<file path="src/rtl/cc_pos_pkg.sv">
// Shared definitions for the position tracker: FSM encoding, defaults and
// the end-stop helper used to size the position range.
package cc_pos_pkg;

   typedef enum logic [1:0] {
      IDLE = 2'b00,
      HOLD = 2'b01,
      LOCK = 2'b10
   } state_e;

   localparam int DEF_DATAWIDTH   = 3;
   localparam int DEF_HOLD_CYCLES = 12500000;
   localparam int DEF_HOLD_WIDTH  = 24;

   // Upper end stop for a position bus of the given width.
   function automatic int unsigned pos_max(input int unsigned width);
      return (32'd1 << width) - 32'd1;
   endfunction

endpackage

</file>
<file path="src/rtl/cc_hold_timer.sv">
// Loadable down-counter that times the hold-off after each step.
// Load has priority; counting stops at zero.
module cc_hold_timer
   import cc_pos_pkg::*;
#(
   parameter int WIDTH = DEF_HOLD_WIDTH
) (
   input  logic             clk_i,
   input  logic             rst_i,
   input  logic             load_i,
   input  logic [WIDTH-1:0] load_val_i,
   input  logic             en_i,
   output logic             zero_o
);

   logic [WIDTH-1:0] cnt_q, cnt_d;

   always_comb begin
      cnt_d = cnt_q;
      if (load_i)
         cnt_d = load_val_i;
      else if (en_i && (cnt_q != '0))
         cnt_d = cnt_q - WIDTH'(1);
   end

   always_ff @(posedge clk_i or posedge rst_i) begin
      if (rst_i) cnt_q <= '0;
      else       cnt_q <= cnt_d;
   end

   assign zero_o = (cnt_q == '0);

endmodule

</file>
<file path="src/rtl/cc_pos_tracker.sv">
// Saturating up/down position register with hold-off auto-repeat and an
// end-stop lock; its registered position feeds the zero comparator.
module cc_pos_tracker
   import cc_pos_pkg::*;
#(
   parameter int                  DATAWIDTH   = DEF_DATAWIDTH,
   parameter logic [DATAWIDTH-1:0] INIT_POS   = 3'd4,
   parameter int                  HOLD_CYCLES = DEF_HOLD_CYCLES,
   parameter int                  HOLD_WIDTH  = DEF_HOLD_WIDTH
) (
   input  logic                 CC_POSTRACKER_CLOCK_50,
   input  logic                 CC_POSTRACKER_RESET_InHigh,
   input  logic                 CC_POSTRACKER_load_InLow,
   input  logic [DATAWIDTH-1:0] CC_POSTRACKER_loadData_InBUS,
   input  logic                 CC_POSTRACKER_up_InLow,
   input  logic                 CC_POSTRACKER_down_InLow,
   output logic [DATAWIDTH-1:0] CC_POSTRACKER_data_OutBUS,
   output logic                 CC_POSTRACKER_moved_OutHigh,
   output logic                 CC_POSTRACKER_limit_OutHigh
);

   localparam logic [DATAWIDTH-1:0]  POS_MAX     = DATAWIDTH'(pos_max(DATAWIDTH));
   localparam logic [HOLD_WIDTH-1:0] HOLD_RELOAD = HOLD_WIDTH'(HOLD_CYCLES - 1);

   state_e                state_q, state_d;
   logic [DATAWIDTH-1:0]  pos_q, pos_d;
   logic                  moved_q, moved_d;
   logic                  limit_q, limit_d;

   logic                  tmr_load, tmr_en, tmr_zero;
   logic [HOLD_WIDTH-1:0] tmr_val;

   logic load_req, up_req, dn_req, one_req, at_end;

   assign load_req = ~CC_POSTRACKER_load_InLow;
   assign up_req   = ~CC_POSTRACKER_up_InLow;
   assign dn_req   = ~CC_POSTRACKER_down_InLow;
   assign one_req  = up_req ^ dn_req;
   assign at_end   = (up_req && (pos_q == POS_MAX)) || (dn_req && (pos_q == '0));

   cc_hold_timer #(.WIDTH(HOLD_WIDTH)) u_timer (
      .clk_i      (CC_POSTRACKER_CLOCK_50),
      .rst_i      (CC_POSTRACKER_RESET_InHigh),
      .load_i     (tmr_load),
      .load_val_i (tmr_val),
      .en_i       (tmr_en),
      .zero_o     (tmr_zero)
   );

   always_ff @(posedge CC_POSTRACKER_CLOCK_50 or posedge CC_POSTRACKER_RESET_InHigh) begin
      if (CC_POSTRACKER_RESET_InHigh) state_q <= IDLE;
      else                            state_q <= state_d;
   end

   always_comb begin
      state_d = state_q;
      if (load_req) begin
         state_d = IDLE;
      end else begin
         case (state_q)
            IDLE:    if (one_req) state_d = at_end ? LOCK : HOLD;
            HOLD:    if (tmr_zero) state_d = IDLE;
            LOCK:    if (!up_req && !dn_req) state_d = IDLE;
            default: state_d = IDLE;
         endcase
      end
   end

   // Pulses are computed only from IDLE, so LOCK and HOLD stay silent.
   always_comb begin
      pos_d    = pos_q;
      moved_d  = 1'b0;
      limit_d  = 1'b0;
      tmr_load = 1'b0;
      tmr_val  = HOLD_RELOAD;
      tmr_en   = (state_q == HOLD);
      if (load_req) begin
         pos_d    = CC_POSTRACKER_loadData_InBUS;
         tmr_load = 1'b1;
         tmr_val  = '0;
      end else if ((state_q == IDLE) && one_req) begin
         if (at_end) begin
            limit_d = 1'b1;
         end else begin
            pos_d    = up_req ? pos_q + DATAWIDTH'(1) : pos_q - DATAWIDTH'(1);
            moved_d  = 1'b1;
            tmr_load = 1'b1;
         end
      end
   end

   always_ff @(posedge CC_POSTRACKER_CLOCK_50 or posedge CC_POSTRACKER_RESET_InHigh) begin
      if (CC_POSTRACKER_RESET_InHigh) begin
         pos_q   <= INIT_POS;
         moved_q <= 1'b0;
         limit_q <= 1'b0;
      end else begin
         pos_q   <= pos_d;
         moved_q <= moved_d;
         limit_q <= limit_d;
      end
   end

   assign CC_POSTRACKER_data_OutBUS   = pos_q;
   assign CC_POSTRACKER_moved_OutHigh = moved_q;
   assign CC_POSTRACKER_limit_OutHigh = limit_q;

endmodule

</file>
<file path="config.mk">
export PLATFORM = sky130hd
export DESIGN_NAME = cc_pos_tracker
export DESIGN_NICKNAME = d
export VERILOG_FILES = /design/src/rtl/cc_pos_pkg.sv /design/src/rtl/cc_hold_timer.sv /design/src/rtl/cc_pos_tracker.sv
export SDC_FILE = /design/constraint.sdc
export NUM_CORES = 1
export LEC_CHECK = 0
export ABC_AREA = 1
export CAP_MARGIN = 10
export CORE_ASPECT_RATIO = 0.7
export CORE_UTILIZATION = 30
export DETAILED_ROUTE_END_ITERATION = 8
export PLACE_DENSITY_LB_ADDON = 0.05
export RECOVER_POWER = 50
export SLEW_MARGIN = 10
export SYNTH_ARGS = -nofsm -noshare
export SYNTH_HDL_FRONTEND = slang
export SYNTH_SLANG_ARGS = --single-unit
</file>
<file path="constraint.sdc">
create_clock -name CC_POSTRACKER_CLOCK_50 -period 3.7 [get_ports CC_POSTRACKER_CLOCK_50]
set_clock_uncertainty 0.05 [all_clocks]
set_input_delay 0.74 -clock CC_POSTRACKER_CLOCK_50 [delete_from_list [all_inputs] [get_ports CC_POSTRACKER_CLOCK_50]]
set_output_delay 0.74 -clock CC_POSTRACKER_CLOCK_50 [all_outputs]
set_load 0.05 [all_outputs]
</file>
-- Word level (Yosys, flattened, before mapping)
Index checks and enable logic that the tools add are counted.
- bits in registers: 31
- output and inout bits: 5
- bits of input ports: 8
- logic and storage cells: 52
- reductions and logical operators: 13
- equality and inequality tests: 8
- muxes and demuxes: 20
- bitwise gates (word level): 3
- add/subtract/negate cells: 3
- operators with widths (cell ; number):
    2-to-1 mux 24 bit ; 3
    logical NOT 24 bit ; 1
    nonzero test 24 bit ; 1
    subtractor 24 x 1 -> 24 bit (second input constant) ; 1
    2-to-1 mux 3 bit ; 4
    2-to-1 mux 2 bit ; 5
    != test 3 bit (second input constant) ; 3
    2-to-1 mux 1 bit ; 7
    case mux 2 bit (3 select lines) ; 1
    logical AND 1 bit ; 5
    adder 3 x 1 -> 3 bit (second input constant) ; 1
    equality test 3 bit (second input constant) ; 1
    logical NOT 3 bit ; 1
    AND reduction 3 bit ; 1
    subtractor 3 x 1 -> 3 bit (second input constant) ; 1
    equality test 2 x 1 -> 1 bit (second input constant) ; 1
    equality test 2 bit (second input constant) ; 1
    logical NOT 2 bit ; 1
    != test 2 x 1 -> 1 bit (second input constant) ; 1
    != test 2 bit (second input constant) ; 1
    NOT 1 bit ; 2
    AND reduction 2 bit ; 1
    nonzero test 2 bit ; 1
    logical OR 1 bit ; 1
    XOR 1 bit ; 1

-- Logic depth before layout (Yosys ltp)
- word-level depth: 7
- depth in mapped cells: 10
- depth with buffers taken out: 10

-- By module
A second synthesis with hierarchy kept.
- cell total of the unflattened synthesis: 355
- area total of the unflattened synthesis: 2409.8 um^2
- modules (own cells, without submodules) (module ; area each (um^2) ; times used ; cells each ; seq. area each (um^2)):
    cc_hold_timer ; 1969.4 ; 1 ; 298 ; 600.6
    cc_pos_tracker ; 440.4 ; 1 ; 57 ; 176.4

-- Worst setup path after synthesis
No wires, ideal clock.
- kind: in2reg
- start point: input CC_POSTRACKER_up_InLow
- end point: register pos_q[0], in the netlist CC_POSTRACKER_data_OutBUS[0]
- path buffers: 1
- data required time: 3501 ps
- cell stages on the path: 7
- data arrival time: 1697 ps
- path slack: 1804 ps
- setup time: 149 ps
- cell sequence: ha_1 -> nand2_1 -> nor2_2 -> nor2_4 -> buf_2 -> nand2_1 -> o211ai_1
- cells in the longest elaborated chain, start to end: 5
- elaborated cells on any way between the ends: 12
- those cells by class: eq/ne: 2; mux: 4; bitwise: 2; reduce/logical: 4
- RTL lines (what ; line ; text):
    start, declared ; cc_pos_tracker.sv:15 ; input logic CC_POSTRACKER_up_InLow,
    NOT 1 bit ; cc_pos_tracker.sv:36 ; assign up_req = ~CC_POSTRACKER_up_InLow;
    XOR 1 bit / logical AND 1 bit (equally long branches) ; cc_pos_tracker.sv:38, cc_pos_tracker.sv:39 ;
    logical AND 1 bit / logical OR 1 bit (equally long branches) ; cc_pos_tracker.sv:81, cc_pos_tracker.sv:39 ;
    != test 2 x 1 -> 1 bit (no line) / != test 2 bit (equally long branches) ; - ;
    AND reduction 2 bit (no line) ; - ;
    end signal, assigned ; cc_pos_tracker.sv:98 ; pos_q <= pos_d;
    end, declared ; cc_pos_tracker.sv:26 ; logic [DATAWIDTH-1:0] pos_q, pos_d;
Parallel ways exist; a longest one is shown, timed or not. The select of a mux whose other input is x is not followed.
A chain may end at the register's enable or synchronous reset.

-- Worst setup path in the final report
- start point: input CC_POSTRACKER_up_InLow
- end point: register u_timer.cnt_q[22]
- cells in the longest elaborated chain, start to end: 7
- elaborated cells on any way between the ends: 10
- those cells by class: mux: 4; bitwise: 2; reduce/logical: 4
- RTL lines (what ; line ; text):
    NOT 1 bit (*) ; cc_pos_tracker.sv:36 ;
    logical AND 1 bit ; cc_pos_tracker.sv:39 ; assign at_end = (up_req && (pos_q == POS_MAX)) || (dn_req && (pos_q == '0));
    logical OR 1 bit ; cc_pos_tracker.sv:39 ;
    2-to-1 mux 1 bit ; cc_pos_tracker.sv:82 ; if (at_end) begin
    2-to-1 mux 1 bit (*) ; cc_pos_tracker.sv:81 ; end else if ((state_q == IDLE) && one_req) begin
    2-to-1 mux 1 bit (*) ; cc_pos_tracker.sv:77 ; if (load_req) begin
    2-to-1 mux 24 bit / nonzero test 2 bit (equally long branches) ; - ;
    end signal, assigned ; cc_hold_timer.sv:28 ; else cnt_q <= cnt_d;
    end, declared ; cc_hold_timer.sv:16 ; logic [WIDTH-1:0] cnt_q, cnt_d;
Mark *: on every way between the ends. The rest lies on a longest branch, timed or not.

==> flow_summary.json <==
{
  "fillers": 674,
  "synth_warnings": 0,
  "syn_nets": 295,
  "synth.avg_cell_area_um2": 7.10,
  "detail_route.drc_violations": 0,
  "finalSetupTns_ns": 0,
  "holdBufCountCts": 0,
  "final_hold_viol_count": 0,
  "drtIter0Drc": 86,
  "synth_seq_area_share": 0.387,
  "wire_length_of_the_first_global_routing_pass_mm": 8.78,
  "post-synth-top-area-fraction": 0.374,
  "number_of_antenna_violations_at_the_first_check_in_global_routing": 0,
  "overflow": 0,
  "detailroute.wirelength.met3_um": 253,
  "cts_max_level": 2,
  "synth.largest_area_cell": "sky130_fd_sc_hd__dfrtp_1",
  "route.vias.total": 1808,
  "worst_ep_arrival_time_ns": 2.65,
  "cap_viol_max_count": 0,
  "cpMaxStageDelayCell": "sky130_fd_sc_hd__dlygate4sd3_1",
  "synthCells": 283,
  "timing.critical_path.to_type": "register",
  "placeableCoreArea_mm2": 0.00634,
  "die_width_um": 99.8,
  "timing.slew.headroom": 0.466,
  "timing.setup.critical_path_class": "input pin to register",
  "drt_pre_antenna_iters": 4,
  "hold_class": "register to register",
  "final_cell_mix": "sky130_fd_sc_hd__nor2_1 (59), sky130_fd_sc_hd__nand2_1 (56), sky130_fd_sc_hd__inv_1 (34), sky130_fd_sc_hd__dfrtp_1 (30), sky130_fd_sc_hd__nand3_1 (27)",
  "report.power.total_w": 0.00130,
  "grt_setup_unrepaired": "false",
  "ys_seq_elements": 31,
  "layout_min_cycle_time_ns": 2.53,
  "syn2layout_area_growth_pct": 15.0,
  "regToRegSetupSlack_ns": 1.71,
  "floorplan.initialDensity": 0.317,
  "cts_tree": "done",
  "input_output_buffers": 12,
  "antenna_violating_nets_left": 0,
  "groute.usage.overall": 0.166,
  "detailedPlacementHpwl_mm": 3.77,
  "run_status": "completed",
  "timing.critical_path.required_ns": 3.82,
  "synth.top_cells.by_area": "sky130_fd_sc_hd__dfrtp_1 (37%), sky130_fd_sc_hd__nor2_1 (11%), sky130_fd_sc_hd__nand2_1 (10%)",
  "worst_path_dominant_cell_family": "simple AND/OR/NAND/NOR gates",
  "worstPathMaxFanout": 21,
  "report.final.slew_viol_count": 0,
  "crit_path_start_kind": "input pin",
  "finalSetupViolations": 0,
  "diodes": 0,
  "finalCritPeriodShare": 0.684,
  "post_cts_buffers": 0,
  "wl_per_cell_um": 13.2,
  "powerDensity_mw_per_mm2": 564,
  "worst-slew-pin-transition_ns": 0.801,
  "placementRows": 24,
  "layout_commonest_cell": "sky130_fd_sc_hd__nor2_1",
  "cts.root.buffer_cell": "sky130_fd_sc_hd__clkbuf_8",
  "yosys.cell_types.count": 31,
  "finalWeightedCongestion": 0.757,
  "power.ir.vdd_worst_mv": 0.173,
  "highest_layer": "met4",
  "wirelength_mm": 5.17,
  "max-clock-path-buffers": 2,
  "met1Wirelength_mm": 2.99,
  "cts_inserted_buffers": 5,
  "synth_area_mm2": 0.00201,
  "clk_pin_slew_ns": 0.07,
  "numClockSinks": 31,
  "finalNetCount": 311,
  "leakagePower_nw": 1.08,
  "cpMostUsedCell": "sky130_fd_sc_hd__nand2_1",
  "worstPathBufferInverterCount": 2,
  "cp_cell_sequence": "dlygate4sd3_1 > ha_1 > nand2_1 > nor2_2 > nor2_4 > nand2_2 > inv_1 > nand2_1 > nand2_1",
  "final_core_util": 0.365,
  "critical-path-max-stage-delay_ns": 0.59,
  "clock_insertion_delay_worst_skew_ns": 0.28,
  "chipHeight_um": 70.5,
  "route.detailed.vias_per_inst": 4.62,
  "post_cts_resize_count": 0,
  "dieArea_mm2": 0.00703,
  "grt_pass1_vias": 1679,
  "top_level_ports": 13,
  "max_clock_freq_mhz": 395,
  "largest_net_degree_at_the_start_of_global_routing": 26,
  "wl_met2_mm": 1.90,
  "post_route_cells_drive_above_1_share": 0.0733
}
-- cells by family (layout without fill, tap and decap cells) --
| group | count (synthesis) | count (layout) | synth area share |
|---|---|---|---|
| AO/OA/AOI/OAI | 35 | 35 | 0.102 |
| XOR/XNOR | 6 | 6 | 0.0262 |
| adder cells (fa/ha/maj) | 4 | 4 | 0.0286 |
| buffers and inverters | 40 | 57 | 0.0872 |
| flip-flops | 31 | 31 | 0.387 |
| AND/OR/NAND/NOR | 167 | 167 | 0.369 |
-- metal layers --
layer,vias to the layer above,GRT usage
met3,2,0.0330
met2,38,0.216
met1,821,0.266
li1,947,-
met4,0,0.0490
met5,-,0
-- registers in the layout, summed over array words and instances, names as in the netlist --
| register | flops |
|---|---|
| CC_POSTRACKER_moved_OutHigh | 1 |
| u_timer.cnt_q | 24 |
| CC_POSTRACKER_data_OutBUS | 3 |
| state_q | 2 |
| CC_POSTRACKER_limit_OutHigh | 1 |
-- final cells by class --
| class | count | area [um^2] | share of cell area |
|---|---|---|---|
| multi-input combinational | 212 | 1060 | 0.457 |
| inverter | 35 | 131 | 0.0568 |
| clock buffer | 8 | 100 | 0.0433 |
| timing repair buffer | 14 | 131 | 0.0568 |
| sequential | 31 | 777 | 0.336 |
| tap | 91 | 114 | 0.0493 |
-- tightest hold or removal path, delay by kind of cell (launching register included) --
kind	cells	cell delay, ns
and+or+nand+nor	1	0.05
AOI/OAI and AO/OA	1	0.10
DFF	1	0.34
-- power by group --
part           switching (W)  internal (W)  leakage [nW]
logic               0.000342      0.000170         0.631
clock network       0.000125      0.000170        0.0515
registers          0.0000848      0.000411         0.393
-- per-stage QoR --
| stage | instance area (um^2) | setup slack (ns) | cells | hold slack (ns) |
|---|---|---|---|---|
| after CTS | 2310 | 1.23 | 391 | 0.483 |
| final | 2310 | 1.17 | 391 | 0.482 |
| after detailed placement | 2210 | 0.977 | 383 | 0.467 |
| after global placement | 2210 | 1.03 | 383 | 0.469 |
| after floorplan | 2010 | 1.80 | 283 | 0.444 |
| after global routing | 2310 | 0.973 | 391 | 0.516 |
-- synthesized netlist by cell type --
| master | number |
|---|---|
| sky130_fd_sc_hd__a21o_1 | 1 |
| sky130_fd_sc_hd__a21oi_1 | 17 |
| sky130_fd_sc_hd__and2_1 | 1 |
| sky130_fd_sc_hd__buf_2 | 2 |
| sky130_fd_sc_hd__buf_6 | 3 |
| sky130_fd_sc_hd__dfrtp_1 | 30 |
| sky130_fd_sc_hd__dfstp_2 | 1 |
| sky130_fd_sc_hd__fa_1 | 1 |
| sky130_fd_sc_hd__ha_1 | 3 |
| sky130_fd_sc_hd__inv_1 | 34 |
| sky130_fd_sc_hd__inv_2 | 1 |
| sky130_fd_sc_hd__nand2_1 | 56 |
| sky130_fd_sc_hd__nand2_2 | 2 |
| sky130_fd_sc_hd__nand2_4 | 1 |
| sky130_fd_sc_hd__nand3_1 | 27 |
| sky130_fd_sc_hd__nand3_2 | 1 |
| sky130_fd_sc_hd__nand3b_1 | 1 |
| sky130_fd_sc_hd__nand4_1 | 11 |
| sky130_fd_sc_hd__nor2_1 | 59 |
| sky130_fd_sc_hd__nor2_2 | 4 |
| sky130_fd_sc_hd__nor2_4 | 2 |
| sky130_fd_sc_hd__nor3_1 | 1 |
| sky130_fd_sc_hd__o211ai_1 | 3 |
| sky130_fd_sc_hd__o21ai_0 | 7 |
| sky130_fd_sc_hd__o21ai_1 | 4 |
| sky130_fd_sc_hd__o21bai_1 | 1 |
| sky130_fd_sc_hd__o21bai_4 | 1 |
| sky130_fd_sc_hd__o32ai_1 | 1 |
| sky130_fd_sc_hd__or2_2 | 1 |
| sky130_fd_sc_hd__xnor2_1 | 5 |
| sky130_fd_sc_hd__xor2_1 | 1 |
-- worst paths after layout --
check | from | end | cells past startpoint
setup / recovery | CC_POSTRACKER_up_InLow | u_timer.cnt_q[22]$_DFFE_PP0P_ | 9
hold / removal | u_timer.cnt_q[0]$_DFFE_PP0P_ | u_timer.cnt_q[0]$_DFFE_PP0P_ | 2
setup reg to reg | u_timer.cnt_q[6]$_DFFE_PP0P_ | u_timer.cnt_q[19]$_DFFE_PP0P_ | 8
hold reg to reg | u_timer.cnt_q[0]$_DFFE_PP0P_ | u_timer.cnt_q[0]$_DFFE_PP0P_ | 2
max in group asynchronous | CC_POSTRACKER_RESET_InHigh | u_timer.cnt_q[11]$_DFFE_PP0P_ | 3
min in group asynchronous | CC_POSTRACKER_RESET_InHigh | CC_POSTRACKER_moved_OutHigh$_DFF_PP0_ | 2
(Power assumes the default switching activity.)
